$ cat config.mk
export PLATFORM = sky130hd
export DESIGN_NAME = conv2d_pool_stream
export DESIGN_NICKNAME = d
export VERILOG_FILES = /design/src/rtl/conv_pkg.sv /design/src/rtl/conv2d_pool_stream_line_buffer.sv /design/src/rtl/conv2d_pool_stream.sv
export SDC_FILE = /design/constraint.sdc
export NUM_CORES = 2
export LEC_CHECK = 0
export CELL_PAD_IN_SITES_DETAIL_PLACEMENT = 0
export CELL_PAD_IN_SITES_GLOBAL_PLACEMENT = 1
export CORE_MARGIN = 4
export CORE_UTILIZATION = 55
export CTS_CLUSTER_DIAMETER = 80
export CTS_CLUSTER_SIZE = 40
export DETAILED_ROUTE_END_ITERATION = 10
export PLACE_DENSITY = 0.91
export RECOVER_POWER = 50
export SYNTH_ARGS = -nofsm -noshare
export SYNTH_HDL_FRONTEND = slang
export SYNTH_SLANG_ARGS = --single-unit
export TNS_END_PERCENT = 30
$ cat constraint.sdc
create_clock -name i_clk -period 65.1 [get_ports i_clk]
set_input_delay 19.53 -clock i_clk [delete_from_list [all_inputs] [get_ports i_clk]]
set_output_delay 19.53 -clock i_clk [all_outputs]
set_load 0.02 [all_outputs]
$ cat src/rtl/conv_pkg.sv
// Shared types and constants for the streaming conv/pool block.
package conv_pkg;
   typedef enum logic [1:0] {
      S_IDLE,
      S_STREAM,
      S_DRAIN,
      S_DONE
   } state_t;

   localparam int POOL_MAX = 0;
   localparam int POOL_AVG = 1;
   localparam int K        = 3;
   localparam int NCOEF    = 9;
   localparam int IDX_W    = 16;
endpackage

$ cat src/rtl/conv2d_pool_stream_line_buffer.sv
// Shift-on-accept delay line; o_q is the sample accepted DEPTH accepts ago.
module line_buffer #(
   parameter int DEPTH = 28,
   parameter int WIDTH = 8
) (
   input  logic             i_clk,
   input  logic             i_rst,
   input  logic             i_en,
   input  logic [WIDTH-1:0] i_d,
   output logic [WIDTH-1:0] o_q
);
   logic [WIDTH-1:0] r_mem [DEPTH];

   always_ff @(posedge i_clk or posedge i_rst) begin
      if (i_rst) begin
         for (int i = 0; i < DEPTH; i++) r_mem[i] <= '0;
      end else if (i_en) begin
         r_mem[0] <= i_d;
         for (int i = 1; i < DEPTH; i++) r_mem[i] <= r_mem[i-1];
      end
   end

   assign o_q = r_mem[DEPTH-1];
endmodule

$ cat src/rtl/conv2d_pool_stream.sv
// Streaming 3x3 valid convolution, optional ReLU, 2x2 stride-2 pooling.
module conv2d_pool_stream
   import conv_pkg::*;
#(
   parameter int IMG_W     = 28,
   parameter int IMG_H     = 28,
   parameter int PIX_W     = 8,
   parameter int COEF_W    = 8,
   parameter int POOL_MODE = 0,
   parameter int RELU_EN   = 1
) (
   input  logic                            i_clk,
   input  logic                            i_rst,
   input  logic                            i_start,
   input  logic                            i_pixel_valid,
   input  logic [PIX_W-1:0]                i_pixel_in,
   input  logic                            i_coef_we,
   input  logic [3:0]                      i_coef_addr,
   input  logic signed [COEF_W-1:0]        i_coef_data,
   output logic                            o_pix_ready,
   output logic                            o_out_valid,
   output logic signed [PIX_W+COEF_W+4:0]  o_out_data,
   output logic [IDX_W-1:0]                o_out_index,
   output logic                            o_busy,
   output logic                            o_done
);
   localparam int ACC_W = PIX_W + COEF_W + 5;
   localparam int PRD_W = PIX_W + COEF_W + 1;
   localparam int SUM_W = ACC_W + 2;
   localparam int PW    = (IMG_W - 2) / 2;
   localparam int PH    = (IMG_H - 2) / 2;
   localparam int JW    = (PW > 1) ? $clog2(PW) : 1;

   state_t r_state, w_next;
   logic [IDX_W-1:0] r_row, r_col, r_oidx;
   logic r_odone;
   logic w_acc, w_start_ok, w_last_pix, w_final, w_cv0;
   logic [PIX_W-1:0] w_lb0, w_lb1;
   logic signed [COEF_W-1:0] r_coef [NCOEF];
   logic [PIX_W-1:0] r_win [K][K];
   logic signed [PRD_W-1:0] w_prod [NCOEF];
   logic signed [PRD_W-1:0] r_prod [NCOEF];
   logic signed [ACC_W-1:0] w_sum, r_conv;
   logic signed [SUM_W-1:0] r_hold, w_cx, w_pair, w_quad;
   logic signed [SUM_W-1:0] r_prow [PW];
   logic r_s0_v, r_s0_rodd, r_s0_codd;
   logic r_s1_v, r_s1_rodd, r_s1_codd;
   logic r_s2_v, r_s2_rodd, r_s2_codd;
   logic [JW-1:0] r_s0_j, r_s1_j, r_s2_j;

   function automatic logic signed [SUM_W-1:0] comb2(
      input logic signed [SUM_W-1:0] a,
      input logic signed [SUM_W-1:0] b
   );
      if (POOL_MODE == POOL_MAX) return (a > b) ? a : b;
      return a + b;
   endfunction

   assign o_pix_ready = (r_state == S_STREAM);
   assign o_busy      = (r_state == S_STREAM) || (r_state == S_DRAIN);
   assign o_done      = (r_state == S_DONE);
   assign w_acc       = i_pixel_valid && o_pix_ready;
   assign w_start_ok  = i_start && ((r_state == S_IDLE) || (r_state == S_DONE));
   assign w_last_pix  = w_acc && (r_row == IDX_W'(IMG_H - 1))
                        && (r_col == IDX_W'(IMG_W - 1));
   assign w_final     = o_out_valid && (o_out_index == IDX_W'(PH * PW - 1));
   assign w_cv0       = w_acc && (r_row >= IDX_W'(2)) && (r_col >= IDX_W'(2))
                        && (r_row < IDX_W'(2 + 2 * PH))
                        && (r_col < IDX_W'(2 + 2 * PW));

   always_comb begin
      w_next = r_state;
      case (r_state)
         S_IDLE, S_DONE: if (i_start) w_next = S_STREAM;
         S_STREAM: if (w_last_pix) w_next = (r_odone || w_final) ? S_DONE : S_DRAIN;
         S_DRAIN: if (r_odone || w_final) w_next = S_DONE;
         default: w_next = S_IDLE;
      endcase
   end

   always_ff @(posedge i_clk or posedge i_rst) begin
      if (i_rst) begin
         r_state <= S_IDLE;
         r_row   <= '0;
         r_col   <= '0;
         r_odone <= 1'b0;
         for (int i = 0; i < NCOEF; i++) r_coef[i] <= '0;
      end else begin
         r_state <= w_next;
         if (w_start_ok) begin
            r_row   <= '0;
            r_col   <= '0;
            r_odone <= 1'b0;
         end else begin
            if (w_final) r_odone <= 1'b1;
            if (w_acc) begin
               if (r_col == IDX_W'(IMG_W - 1)) begin
                  r_col <= '0;
                  r_row <= r_row + 1'b1;
               end else begin
                  r_col <= r_col + 1'b1;
               end
            end
         end
         if (i_coef_we && !o_busy && (i_coef_addr < 4'(NCOEF)))
            r_coef[i_coef_addr] <= i_coef_data;
      end
   end

   line_buffer #(.DEPTH(IMG_W), .WIDTH(PIX_W)) u_lb0 (
      .i_clk(i_clk), .i_rst(i_rst), .i_en(w_acc), .i_d(i_pixel_in), .o_q(w_lb0)
   );
   line_buffer #(.DEPTH(IMG_W), .WIDTH(PIX_W)) u_lb1 (
      .i_clk(i_clk), .i_rst(i_rst), .i_en(w_acc), .i_d(w_lb0), .o_q(w_lb1)
   );

   // Pixels are zero-extended so full-scale values stay positive.
   always_comb begin
      for (int k = 0; k < NCOEF; k++)
         w_prod[k] = PRD_W'($signed({1'b0, r_win[k/K][k%K]})) * PRD_W'(r_coef[k]);
   end

   always_comb begin
      w_sum = '0;
      for (int k = 0; k < NCOEF; k++) w_sum = w_sum + ACC_W'(r_prod[k]);
   end

   assign w_cx   = SUM_W'(r_conv);
   assign w_pair = comb2(r_hold, w_cx);
   assign w_quad = comb2(r_prow[r_s2_j], w_pair);

   always_ff @(posedge i_clk or posedge i_rst) begin
      if (i_rst) begin
         for (int r = 0; r < K; r++)
            for (int c = 0; c < K; c++) r_win[r][c] <= '0;
         for (int k = 0; k < NCOEF; k++) r_prod[k] <= '0;
         for (int j = 0; j < PW; j++) r_prow[j] <= '0;
         {r_s0_v, r_s0_rodd, r_s0_codd} <= '0;
         {r_s1_v, r_s1_rodd, r_s1_codd} <= '0;
         {r_s2_v, r_s2_rodd, r_s2_codd} <= '0;
         r_s0_j      <= '0;
         r_s1_j      <= '0;
         r_s2_j      <= '0;
         r_conv      <= '0;
         r_hold      <= '0;
         r_oidx      <= '0;
         o_out_valid <= 1'b0;
         o_out_data  <= '0;
         o_out_index <= '0;
      end else begin
         if (w_acc) begin
            for (int r = 0; r < K; r++) begin
               r_win[r][0] <= r_win[r][1];
               r_win[r][1] <= r_win[r][2];
            end
            r_win[0][2] <= w_lb1;
            r_win[1][2] <= w_lb0;
            r_win[2][2] <= i_pixel_in;
         end
         r_s0_v    <= w_cv0;
         r_s0_rodd <= r_row[0];
         r_s0_codd <= r_col[0];
         r_s0_j    <= JW'((r_col - IDX_W'(2)) >> 1);
         for (int k = 0; k < NCOEF; k++) r_prod[k] <= w_prod[k];
         {r_s1_v, r_s1_rodd, r_s1_codd, r_s1_j} <= {r_s0_v, r_s0_rodd, r_s0_codd, r_s0_j};
         {r_s2_v, r_s2_rodd, r_s2_codd, r_s2_j} <= {r_s1_v, r_s1_rodd, r_s1_codd, r_s1_j};
         r_conv <= (RELU_EN != 0 && w_sum[ACC_W-1]) ? '0 : w_sum;
         o_out_valid <= 1'b0;
         if (w_start_ok) r_oidx <= '0;
         // Even conv column waits in r_hold; even conv row parks in r_prow.
         if (r_s2_v) begin
            if (!r_s2_codd) begin
               r_hold <= w_cx;
            end else if (!r_s2_rodd) begin
               r_prow[r_s2_j] <= w_pair;
            end else begin
               o_out_valid <= 1'b1;
               o_out_data  <= ACC_W'((POOL_MODE == POOL_MAX) ? w_quad : (w_quad >>> 2));
               o_out_index <= r_oidx;
               r_oidx      <= r_oidx + 1'b1;
            end
         end
      end
   end
endmodule

Word level (Yosys, flattened, before mapping)
Index checks and enable logic that the tools add are counted.
W data, S select, Z words.
{ "op_classes": {"multipliers": 9, "n_eq_ne": 9, "magnitude_cmp": 11, "bitwise_logic": 4, "div": 0, "n_reduce_logical": 27, "shift": 0, "add_sub_neg": 12, "mux": 32} }
{ "op_table": {"columns": ["cell", "n"], "rows": [
  ["$bwmux W299", 1],
  ["$mux W16", 10],
  ["$mul A9 B8 Y17", 9],
  ["$bmux W23 S4", 1],
  ["$demux W23 S4", 1],
  ["$add A21 B17 Y21", 4],
  ["$bwmux W72", 1],
  ["$mux W23", 3],
  ["$add A16 B1 Y16 const B", 3],
  ["$mux W20", 2],
  ["$demux W8 S4", 1],
  ["$eq A16 B5 Y1 const B", 2],
  ["$ge A16 B2 Y1 const B", 2],
  ["$lt A16 B5 Y1 const B", 2],
  ["$gt A23 B21 Y1", 1],
  ["$add A20 B17 Y21", 1],
  ["$mux W21", 1],
  ["$add A19 B17 Y20", 1],
  ["$gt A20 B20 Y1", 1],
  ["$add A18 B17 Y19", 1],
  ["$add A17 B17 Y18", 1],
  ["$eq A16 B8 Y1 const B", 1],
  ["$logic_and A1 B1 Y1", 13],
  ["$ge A5 B5 Y1 const B", 2],
  ["other kinds (20)", 39]
]} }
{ "totals": {"romBits": 0, "input_bits": 25, "ramBits": 0, "out_inout_bits": 41, "memories": 0, "reg_bits": 1146, "latch_bits": 0, "word_cells": 216} }

Longest topological paths before layout
{ "logic_depth": {"ltp_word": 9, "mapped_depth": 20} }

Cells and area by module
Synthesis repeated with hierarchy kept, for this count alone.
{ "hier_totals": {"cells_unflattened": 5806, "hier_area_um2": 68754.7} }
{ "by_module_without_submodules": {"columns": ["module", "instances", "seq_area_each_um2", "area_each_um2", "cells_per_inst"], "rows": [
  ["conv2d_pool_stream", 1, 17666.9, 50682.4, 4842],
  ["line_buffer", 2, 5605.4, 9036.2, 482]
]} }

Worst setup path before layout
Ideal clock, no wire load.
{ "synth_timing": {"path_type": "input -> register", "start": "in i_pixel_valid", "end": "reg r_state[1]", "setup_slack_ns": 44.186, "stages": 6, "arrival_time_ns": 20.790, "path_cell_list": "nand2_1 > or3_1 > o31a_1 > a21oi_1 > a21oi_1 > or2_1"} }
{ "synth_between": {"elab_chain_len": 5} }
{ "synth_rtl": {"columns": ["item", "line", "source"], "rows": [
  ["start: declaration", "conv2d_pool_stream.sv:15", "input logic i_pixel_valid,"],
  ["$logic_and A1 B1 Y1", "conv2d_pool_stream.sv:62", "assign w_acc = i_pixel_valid && o_pix_ready;"],
  ["$logic_and A1 B1 Y1", "conv2d_pool_stream.sv:64", "assign w_last_pix = w_acc && (r_row == IDX_W'(IMG_H - 1))"],
  ["$logic_and A1 B1 Y1", "conv2d_pool_stream.sv:65", "&& (r_col == IDX_W'(IMG_W - 1));"],
  ["$ne A2 B1 Y1 (no source line)", null, null],
  ["$reduce_and A3 Y1 (no source line)", null, null],
  ["end signal: assignment", "conv2d_pool_stream.sv:89", "r_state <= w_next;"],
  ["end: declaration", "conv2d_pool_stream.sv:34", "state_t r_state, w_next;"]
]} }
Every way passes these cells.
A chain may end at the register's enable or synchronous reset.

==> impl_metrics.py <==
metrics = {
    "status": {
        "status": "finished, violations left",
        "violations": "max-capacitance violations, max-slew violations",
    },
    "synthesis": {
        "synthXorXnorAreaFrac_pct": 1.75,
        "synthTopCellsByArea": "dfrtp_1 42%, fa_1 14%, nand2_1 11%",
        "synth_compound_area_share_pct": 5.60,
        "async_flop_share_pct": 100,
        "synth_top_family_by_area": "adder cells",
        "synth_top_area_share_pct": 42.2,
        "yosys_register_bits": 1106,
        "synth_fa_ha_area_share_pct": 22.6,
        "synth_edf_count": 0,
        "syn_area_um2": 65600,
        "post_synth_inst_count": 6694,
        "yosys.area_share.simple_pct": 18.2,
        "postSynthAreaPerCell_um2": 9.80,
        "synthFlopType": "dfrtp_1",
        "yosysWarnings": 0,
        "yosys.area.top_type": "dfrtp_1",
        "ys_types": 69,
        "syn_nets": 7632,
        "yosys-mux-area-fraction_pct": 4.18,
        "seq_area_frac_synth_pct": 42.2,
    },
    "setup_path": {
        "crit_fanout": 158,
        "cpPeakStageDelay_ps": 5830,
        "worstPathArrival_ps": 28820,
        "crit_path_start_kind": "primary input",
        "end_kind": "async pin",
        "cp_slowest_cell": "clkbuf_1",
        "crit_chain": "dlygate4sd3_1, clkinvlp_2, clkbuf_1",
        "critPathRequiredTime_ps": 63860,
        "worstSetupPathType": "primary input to async pin",
    },
    "grt": {
        "grt_pass1_vias": 45100,
        "grtUsageTotal_pct": 23.2,
        "grt_max_degree": 212,
        "antenna_found_initial": 6,
        "overflow": 0,
        "grt_pass1_wl_um": 238000,
    },
    "clock_network": {
        "post_cts_buffers": 0,
        "clk_root_buffer_cell": "clkbuf_16",
        "clk_latency_ps": 740,
        "clkSinkCount": 1106,
        "h-tree-depth": 2,
        "cts_buffer_depth": 3,
        "postCtsHoldBufs": 0,
        "clkSlewWorstSetupHoldPaths_ps": 130,
        "post_cts_resized": 0,
        "cts_buffers": 51,
        "cts_tree": "built",
    },
    "layout": {
        "area_growth_pct": 5.96,
        "nNetsFinal": 7503,
        "drive_above_1_share_pct": 3.96,
    },
    "route": {
        "vias": 44100,
        "wl_per_cell_um": 17.3,
        "wirelength_um": 141000,
        "drc_errors": 0,
        "ant_nets": 0,
        "drt_iter0_drc": 3259,
        "vias_per_cell": 5.41,
        "dr.pass1.iters": 5,
    },
    "floorplan": {
        "start_util_pct": 55.5,
        "fp.dieH_um": 353,
        "die_x_um": 353,
        "fp-row-count": 126,
        "core_area_um2": 118000,
        "fp.dieArea_um2": 125000,
        "ioPinCount": 66,
    },
    "sta": {
        "fmax_mhz": 33.3,
        "setup-tns-final_ps": 0,
        "rsz0062_at_grt": "no",
        "slew_viol_final": 826,
        "fin_crit_ps": 30070,
        "tightestPinTransition_ps": 8180,
        "setup_viol": 0,
        "finalHoldViolCount": 0,
        "final.setup_skew_ps": 76.6,
        "fin_crit_sh_pct": 46.2,
        "relSlewSlack_pct": -445,
    },
    "run": {
        "maxCapViolations": 13,
    },
    "place": {
        "finalWeightedCongestion": 0.882,
        "dp_hpwl_um": 100000,
        "portBuffers": 64,
    },
    "hold_path": {
        "min_path_type": "flip-flop to flip-flop",
    },
}
Yosys cell counts, types with 9 or more instances:
| cell type | count |
|---|---|
| a21o_1 | 27 |
| a21oi_1 | 221 |
| a22oi_1 | 20 |
| and2_1 | 300 |
| and3_1 | 17 |
| buf_1 | 24 |
| buf_2 | 26 |
| clkbuf_1 | 252 |
| dfrtp_1 | 1106 |
| fa_1 | 455 |
| ha_1 | 458 |
| inv_1 | 629 |
| mux2_1 | 37 |
| mux2_2 | 50 |
| mux2i_1 | 41 |
| mux4_2 | 60 |
| nand2_1 | 1892 |
| nand2b_1 | 63 |
| nand3_1 | 48 |
| nand4_1 | 22 |
| nor2_1 | 337 |
| nor2b_1 | 28 |
| nor3_1 | 43 |
| nor4_1 | 9 |
| o21a_1 | 25 |
| o21ai_0 | 70 |
| o21ai_1 | 124 |
| o21bai_1 | 11 |
| o221ai_1 | 20 |
| o41a_1 | 15 |
| o41ai_1 | 11 |
| or3_1 | 16 |
| xnor2_1 | 97 |
| xor2_1 | 34 |
per-layer routing:
layer | part of all wire [%] | GRT usage (%)
met1 | 46 | 33.7
met2 | 47 | 37.8
met3 | 4.7 | 2.74
met4 | 2.4 | 5.83
met5 | 0.0092 | 0
final timing paths:
path / startpoint / end / slack, ps / depth (start not counted)
min in group asynchronous: i_rst / r_coef[68] / 20720 / 2
min: r_s0_j[1] / r_s1_j[1] / 340 / 0
min reg2reg: r_s0_j[1] / r_s1_j[1] / 340 / 0
max in group i_clk: i_pixel_valid / u_lb0.r_mem[207] / 38020 / 7
max reg2reg: r_state[1] / u_lb0.r_mem[207] / 56660 / 8
max: i_rst / r_coef[22] / 35030 / 3
state kept, by name, indices dropped and copies added, names as in the netlist, 4 cells and up:
name	flops
r_s0_j	4
r_prod	153
o_out_data	20
r_col	16
u_lb0.o_q	8
u_lb1.o_q	8
r_oidx	16
r_s1_j	4
r_conv	20
o_out_index	16
r_row	16
r_prow	260
r_hold	20
u_lb0.r_mem	216
r_coef	72
u_lb1.r_mem	200
r_win	40
r_s2_j	4
placed cells by master, fill, tap and decap left out, types with 42 or more instances in the layout:
cell type	n
a21oi_1	221
dfrtp_1	1104
xnor2_1	97
and2_0	50
inv_1	628
ha_1	458
nor3_1	42
and2_1	250
fa_1	455
o21ai_0	180
mux4_2	60
nand2_1	1891
nand3_1	48
clkdlybuf4s50_1	59
clkbuf_16	51
nand2b_1	63
mux2_2	48
nor2_1	330
kinds of logic after synthesis:
logic type | count (synthesis)
adders and majority gates | 913
buffers and inverters | 942
muxes | 188
xor gates and xnor gates | 131
other | 1
AOI/OAI and AO/OA | 609
DFF | 1106
and+or+nand+nor | 2804
stage by stage:
stage | utilization (%) | setup WS, ps | hold WS [ps] | cells | area, um^2
floorplan | - | 14430 | 331 | 6694 | 65600
global placement | 57.1 | 41440 | 333 | 8048 | 67500
detailed placement | 57.1 | 41380 | 335 | 8048 | 67500
CTS | 58.9 | 42100 | 357 | 8144 | 69700
global route | 58.8 | 32480 | 371 | 8144 | 69500
finish | 58.8 | 35030 | 343 | 8147 | 69500
layout make-up:
class,instances,area (um^2)
Tap cell,1536,1920
Inverter,633,2380
Antenna cell,3,7.51
Sequential cell,1106,27700
Timing Repair Buffer,127,1030
Clock inverter,43,870
Clock buffer,53,1290
Fill cell,9954,48700
Multi-Input combinational cell,4646,34300
worst max-delay path: cells and delay by family:
family | cells | cell delay, ps
buf+inv | 3 | 8990
Power is not shown: default switching activity piles up to over one toggle a cycle in this logic, so the estimate is an artifact.
